<file path="src/rtl/pending_prio_encoder_pkg.sv">
`default_nettype none
// +----------------------------------------------------------------------------+
// | pending_prio_encoder_pkg                                                     |
// | Shared index-width and one-hot helpers for the pending priority encoder.     |
// | Rev 1.0                                                                      |
// +----------------------------------------------------------------------------+
package pending_prio_encoder_pkg;

  localparam int unsigned c_max_n = 256;

  // Index width never drops below one bit, even for the smallest legal N.
  function automatic int unsigned idx_width(input int unsigned n);
    if (n <= 2) return 1;
    return $clog2(n);
  endfunction

  function automatic logic [c_max_n-1:0] onehot(input logic [7:0] idx,
                                                input int unsigned n);
    logic [c_max_n-1:0] r;
    r = '0;
    if (32'(idx) < n) r[idx] = 1'b1;
    return r;
  endfunction

endpackage
`default_nettype wire

</file>
<file path="src/rtl/pending_prio_encoder_sel.sv">
`default_nettype none
// +----------------------------------------------------------------------------+
// | prio_sel                                                                     |
// | Finds the highest set bit at or below start-1, wrapping modulo N.            |
// | Rev 1.0                                                                      |
// +----------------------------------------------------------------------------+
module prio_sel #(
  parameter int N = 8,
  parameter int W = 3
) (
  input  logic [N-1:0] vec,
  input  logic [W-1:0] start,
  output logic         found,
  output logic [W-1:0] idx
);

  int          pos;
  logic [W-1:0] pos_w;

  // Scan from farthest to nearest so the position just below start wins.
  always_comb begin
    found = |vec;
    idx   = '0;
    pos   = 0;
    pos_w = '0;
    for (int k = N; k >= 1; k--) begin
      pos   = (int'(start) + 2 * N - k) % N;
      pos_w = W'(pos);
      if (vec[pos_w]) idx = pos_w;
    end
  end

endmodule
`default_nettype wire

</file>
<file path="src/rtl/pending_prio_encoder.sv">
`default_nettype none
// +----------------------------------------------------------------------------+
// | pending_prio_encoder                                                         |
// | Sticky pending request bits presented through a valid/ready handshake.       |
// | Optional build macro ROUND_ROBIN_EN selects rotating instead of fixed prio.  |
// | Rev 1.0                                                                      |
// +----------------------------------------------------------------------------+
module pending_prio_encoder
  import pending_prio_encoder_pkg::*;
#(
  parameter  int N = 8,
  localparam int W = idx_width(N)
) (
  input  logic         clk,
  input  logic         rst,
  input  logic [N-1:0] req_in,
  input  logic         out_ready,
  output logic         out_valid,
  output logic [W-1:0] out_idx,
  output logic [N-1:0] pending
);

  typedef logic [W-1:0] idx_t;

  logic [N-1:0] r_pend;
  logic         r_valid;
  idx_t         r_idx;

  logic         w_acc;
  logic [N-1:0] w_clr;
  logic [N-1:0] w_pend_next;
  logic         w_found;
  idx_t         w_sel_idx;
  idx_t         w_start;

  assign w_acc       = r_valid & out_ready;
  assign w_clr       = w_acc ? N'(onehot(8'(r_idx), N)) : '0;
  // Re-request on the accepting edge keeps the bit pending.
  assign w_pend_next = (r_pend & ~w_clr) | req_in;

`ifdef ROUND_ROBIN_EN
  idx_t r_ptr;

  always_ff @(posedge clk or posedge rst) begin
    if (rst)        r_ptr <= '0;
    else if (w_acc) r_ptr <= r_idx;
  end

  // The grant loaded on an accepting edge already searches below the accepted index.
  assign w_start = w_acc ? r_idx : r_ptr;
`else
  assign w_start = '0;
`endif

  prio_sel #(
    .N (N),
    .W (W)
  ) u_prio_sel (
    .vec   (w_pend_next),
    .start (w_start),
    .found (w_found),
    .idx   (w_sel_idx)
  );

  always_ff @(posedge clk or posedge rst) begin
    if (rst) r_pend <= '0;
    else     r_pend <= w_pend_next;
  end

  // Grant holds under backpressure; otherwise reloads with no bubble.
  always_ff @(posedge clk or posedge rst) begin
    if (rst) begin
      r_valid <= 1'b0;
      r_idx   <= '0;
    end else if (!r_valid || out_ready) begin
      r_valid <= w_found;
      r_idx   <= w_sel_idx;
    end
  end

  assign out_valid = r_valid;
  assign out_idx   = r_idx;
  assign pending   = r_pend;

endmodule
`default_nettype wire

</file>
<file path="config.mk">
export PLATFORM = sky130hd
export DESIGN_NAME = pending_prio_encoder
export DESIGN_NICKNAME = d
export VERILOG_FILES = /design/src/rtl/pending_prio_encoder_pkg.sv /design/src/rtl/pending_prio_encoder_sel.sv /design/src/rtl/pending_prio_encoder.sv
export SDC_FILE = /design/constraint.sdc
export NUM_CORES = 1
export LEC_CHECK = 0
export BUFFER_PORTS_ARGS = -buffer_cell sky130_fd_sc_hd__clkbuf_2
export CAP_MARGIN = 20
export CORE_AREA = 2 2 39 41
export CTS_CLUSTER_DIAMETER = 200
export DETAILED_ROUTE_END_ITERATION = 10
export DIE_AREA = 0 0 41 43
export PLACE_DENSITY = 0.75
export SLEW_MARGIN = 40
export SYNTH_ARGS = -nofsm -noshare
export SYNTH_HDL_FRONTEND = slang
export SYNTH_SLANG_ARGS = --single-unit
</file>
<file path="constraint.sdc">
create_clock -name clk -period 2.5 [get_ports clk]
set_input_delay 0 -clock clk [delete_from_list [all_inputs] [get_ports clk]]
set_output_delay 0 -clock clk [all_outputs]
set_load 0.01 [all_outputs]
</file>
### Yosys cells after proc, flatten, opt, wreduce, memory -nomap -nowiden

Cells that the tools add are included.

| storage, ports and cells | value |
|---|---|
| output and inout bits | 12 |
| RAM bits | 0 |
| register bits | 12 |
| memories | 0 |
| latch bits | 0 |
| memory bits (read-only) | 0 |
| input bits | 11 |

| cells by class | value |
|---|---|
| divide/modulo/power cells | 0 |
| $add $sub $neg | 0 |
| equality and inequality tests | 0 |
| shift-type cells | 0 |
| magnitude comparators | 2 |
| reduce and logical (&&, ||, !) cells | 4 |
| muxes and demuxes | 10 |
| bitwise operators | 4 |
| multipliers | 0 |

Operator list:

| operator | number |
|---|---|
| 2-to-1 mux 3 bit | 4 |
| less-than comparator 3 x 9 -> 1 bit (second input constant) | 1 |
| AND 8 bit | 1 |
| 2-to-1 mux 8 bit | 1 |
| NOT 8 bit | 1 |
| OR 8 bit | 1 |
| OR reduction 8 bit | 1 |
| 2-to-1 mux 2 bit | 2 |
| demux 1 bit (select 3 bit) | 1 |
| >= comparator 3 x 1 -> 1 bit (second input constant) | 1 |
| 2-to-1 mux 1 bit | 2 |
| AND 1 bit | 1 |
| logical AND 1 bit | 1 |
| logical NOT 1 bit | 1 |
| logical OR 1 bit | 1 |

### Logic depth before layout (Yosys ltp)

| logic depth | value |
|---|---|
| depth in word-level cells | 15 |
| mapped depth | 6 |
| gate-level depth less buffers | 5 |

### Cells and area by module

From an unflattened synthesis, not the netlist that was laid out.

| unflattened totals | value |
|---|---|
| cells, all modules | 146 |
| area, all modules | 1330.0 um2 |

Modules (own cells, without submodules):

| module | instances | area each (um2) | seq. area each (um2) | cells each |
|---|---|---|---|---|
| prio_sel | 1 | 795.8 | 0.0 | 99 |
| pending_prio_encoder | 1 | 534.3 | 300.3 | 47 |

### Least setup slack after synthesis

No wires, ideal clock.

| timing | value |
|---|---|
| path type | reg-to-reg |
| start point | register r_idx[0], in the netlist out_idx[0] |
| end point | register r_valid, in the netlist out_valid |
| data required time | 2.367 ns |
| buffers on the path | 1 |
| path slack | 0.920 ns |
| stages on the path, launching flop included | 7 |
| arrival time | 1.448 ns |
| cell sequence | dfrtp_1 -> buf_6 -> or3b_1 -> o22a_4 -> nand3b_4 -> nor2_4 -> nand4bb_1 |

| between the ends | value |
|---|---|
| word-level cells in the longest chain between the ends | 9 |

RTL lines:

| item | RTL line | source |
|---|---|---|
| start: declaration | pending_prio_encoder.sv:27 | `idx_t r_idx;` |
| start signal: assignment | pending_prio_encoder.sv:77 | `r_idx <= w_sel_idx;` |
| less-than comparator 3 x 9 -> 1 bit (implied by the code) / >= comparator 3 x 1 -> 1 bit (equally long branches) | pending_prio_encoder_pkg.sv:21 | `if (32'(idx) < n) r[idx] = 1'b1;` |
| logical AND 1 bit (implied by the code) | pending_prio_encoder_pkg.sv:21 |  |
| 2-to-1 mux 1 bit (implied by the code) | pending_prio_encoder_pkg.sv:21 |  |
| demux 1 bit (select 3 bit) * | pending_prio_encoder_pkg.sv:21 |  |
| 2-to-1 mux 8 bit * | pending_prio_encoder.sv:37 | `assign w_clr = w_acc ? N'(onehot(8'(r_idx), N)) : '0;` |
| NOT 8 bit * | pending_prio_encoder.sv:39 | `assign w_pend_next = (r_pend & ~w_clr) \| req_in;` |
| AND 8 bit * | pending_prio_encoder.sv:39 |  |
| OR 8 bit * | pending_prio_encoder.sv:39 |  |
| net u_prio_sel.vec[6] | pending_prio_encoder_sel.sv:11 | `input logic [N-1:0] vec,` |
| OR reduction 8 bit * | pending_prio_encoder_sel.sv:22 | `found = \|vec;` |
| end signal: assignment | pending_prio_encoder.sv:76 | `r_valid <= w_found;` |
| end: declaration | pending_prio_encoder.sv:26 | `logic r_valid;` |

Mark *: on every way through the listed nets, which the timed path passes. The rest lies on a longest branch.
A chain may end at the register's enable or synchronous reset.

### Final worst setup path

| timing | value |
|---|---|
| start point | register r_idx[1], in the netlist out_idx[1] |
| end point | register r_valid, in the netlist out_valid |

Same word-level chain as after synthesis.

==> metrics.md <==
| Metric | Value |
|---|---|
| GR met3 Demand/Resource | 0.01571 |
| Peak supply drop | approximately 0.24 mV |
| EDFF count, synth | 0 |
| Largest stage delay on the critical path | ~0.50 ns |
| Via-to-Cell Ratio | a little over 5 |
| RePlAce Congestion | 0.7466 |
| Worst min path class | in -> reg |
| Worst Hold Depth | 3 |
| Syn_nets | 68 |
| Post-layout utilization of the core | 0.5696 |
| Drt first pass iters | 4 |
| Routed Antenna Nets | 0 |
| Total net switching power | 95.23 uW |
| Design Area, Final | ~790 um2 |
| DRC | 0 |
| Max frequency | 0.6237 GHz |
| DPL Wire Length | approximately 950 um |
| Clock Power Share | 0.303 |
| Final period utilization | 0.6414 |
| HP Start | req_in[1] |
| Clock slew at reported path FFs | approximately 0.070 ns |
| Largest net degree at the start of global routing | 13 |
| Total power | 377.7 uW |
| Worst Clk Skew | 0.002773 ns |
| Kind of start point of the critical path | flip-flop |
| Core Area | 1384 um2 |
| Die height | 43 um |
| Busiest layer in global routing | met2 |
| Die ar. | 1763 um2 |
| Required @ worst endpoint | 2.64 ns |
| Global-route wire length before repair | 2014 um |
| Hold-fix buffers, CTS | 3 |
| Clock root buffer | clkbuf_4 |
| Post-route setup TNS | 0 ns |
| Critical path type | reg -> reg |
| Grt total ovfl | 0 |
| Met1 usage | 0.2189 |
| RSZ-0062 raised after global routing | no |
| Maxcap violations | 0 |
| RR Startpoint | out_idx[1] |
| CP max-delay cell | dfrtp_1 |
| Register-to-Register Path Depth | 5 |
| Max H-tree Level | 1 |
| Syn avg cell area | ~11 um2 |
| # diodes | 0 |
| Routed Wire Length | 1229 um |
| Ys Warns | 0 |
| Number of global-route vias before repair | 492 |
| Clk buf depth | 2 |
| Seq pwr share | 0.555 |
| Clk_lat worst skew | approximately 0.26 ns |
| Synthesis-stage register bit count | 12 |
| Reg-to-Reg End | out_valid |
| Post-CTS setup buffer count | 0 |
| Final setup vio count | 0 |
| Row cnt | 14 |
| Minimum clock period | 1.603 ns |
| Slew Viols, Final | 0 |
| Clock Sinks | 12 |
| Post-Syn Area | 616.8 um2 |
| Slew headroom | 0.6953 |
| Crit-path max FO | 10 |
| Routed WL per cell | between 10 and 15 um |
| Register area share after synthesis | 0.4868 |
| Sw Share | 0.2521 |
| Boundary Pins | 23 |
| Gr usage total | 0.1660 |
| Crit path cell chain | or3b_1 > o22a_4 > nand3b_4 > nor2_4 > nand4bb_1 |
| Die X | 41 um |
| DP Area | 735.7 um2 |
| Setup crit end kind | flip-flop |
| Post-route setup slack | ~0.9 ns |
| Grt met2 use | 0.2500 |
| Resize count post-CTS | 0 |
| Status | completed |
| Antenna violations before repair | 0 |
| Initial Utilization | 0.4458 |
| TritonCTS clock tree | built |
| Area Growth Syn to Fin | 27.79% |
| Final Hold Fails | 0 |
| Internal | 282.5 uW |
| CTS Buf Count | 3 |
| Primary FF master, synth | dfrtp_1 |
| Via count | between 500 and 600 |
| Initial DRC count | 1 |
| Worst-Margin Slew | roughly 0.46 ns |
| Critical path arrival | 1.75 ns |
| Fill cells | 122 |
| Pwr/cell area | ~480 nW/um2 |
| Total leakage power | between 0.3 and 0.4 nW |
| Fraction of layout cells with a size suffix above 1 | 0.3929 |
| Port bufs | 22 |
| Setup slack, reg-to-reg | 0.90 ns |
| Post-synth cell types | 28 |
| Hold Path End | pending[1] |
| Post-synthesis async set-or-reset flop share | 1.000 |
| Fin nets | just under 100 |
| Setup WS pre-CTS | 0.9105 ns |
| Power share of the combinational group | 0.142 |
| Synthesized instance count | 57 |
critical path: cells and delay by family (launching register included):
family | cells | cell delay, ns
AO/OA/AOI/OAI | 1 | 0.21
flip-flops | 1 | 0.50
AND/OR/NAND/NOR | 4 | 0.78
power by group through the flow:
stage	registers (mW)	clock network, mW	logic [mW]
2_1_floorplan	0.212	0	0.0350
3_3_place_gp	0.212	0	0.0506
3_5_place_dp	0.213	0	0.0507
4_1_cts	0.209	0.118	0.0546
5_1_grt	0.211	0.124	0.0604
6_report	0.209	0.114	0.0537
kinds of logic (layout without fill, tap and decap cells):
family | Yosys count | after routing | synth area share
and+or+nand+nor | 30 | 30 | 0.3164
DFF | 12 | 12 | 0.4868
AOI/OAI and AO/OA | 11 | 11 | 0.1603
buffers and inverters | 4 | 31 | 0.03651
flip-flops by register name, summed over array words and instances, names as in the netlist:
signal	flops
pending	8
out_idx	3
out_valid	1
cells in the mapped netlist (2+ instances only):
| cell | n | share of area |
|---|---|---|
| a21oi_1 | 2 | 0.016 |
| dfrtp_1 | 12 | 0.49 |
| inv_1 | 3 | 0.018 |
| nand2_1 | 4 | 0.024 |
| nand2b_1 | 2 | 0.020 |
| nand3b_1 | 2 | 0.024 |
| nor2_1 | 10 | 0.061 |
| nor3b_1 | 2 | 0.024 |
through the flow:
step                instances  hold WS [ns]
floorplan                  57       -0.1353
global placement           94       0.01449
global route              100       0.01953
finish                    100      0.009679
detailed placement         94       0.01664
CTS                       100      0.001893
area by class of cell:
| type | instances | area, um2 | share of cell area |
|---|---|---|---|
| clock buffers | 3 | 22.52 | 0.02857 |
| inverters | 3 | 11.26 | 0.01429 |
| repair buffers | 25 | 140.1 | 0.1778 |
| well taps | 16 | 20.02 | 0.02540 |
| flip-flops and latches | 12 | 300.3 | 0.3810 |
| multi-input cells | 41 | 294.0 | 0.3730 |
layout by cell type (no fill, tap or decap), drive strengths merged:
cell type / count
or3: 1
nand2b: 3
inv: 3
nand3: 1
dlygate4sd3: 3
o22a: 3
and2b: 1
a21oi: 2
nor2: 11
or3b: 1
nor2b: 1
nand4bb: 1
nor3b: 2
o21ai: 1
nand2: 4
clkbuf: 25
a21o: 1
o22ai: 2
and3b: 1
nand3b: 3
a41oi: 1
dfrtp: 12
o221ai: 1
per-layer routing:
metal  part of all wire  up-vias
li1                   -      255
met1               0.48      244
met2               0.49       10
met3              0.026        2
met4             0.0065        0
met5                  0        -
worst max-delay path by stage:
stage          depth (start not counted)        from  slack (ns)         to
6_report                               5  out_idx[1]        0.90  out_valid
5_1_grt                                5  out_idx[1]        0.82  out_valid
4_1_cts                                5  out_idx[1]        0.89  out_valid
3_5_place_dp                           5  out_idx[1]        0.91  out_valid
3_3_place_gp                           5  out_idx[0]        0.96  out_valid
2_1_floorplan                          6  out_idx[0]        0.92  out_valid
Note: power is estimated with default switching activity, not from simulation.
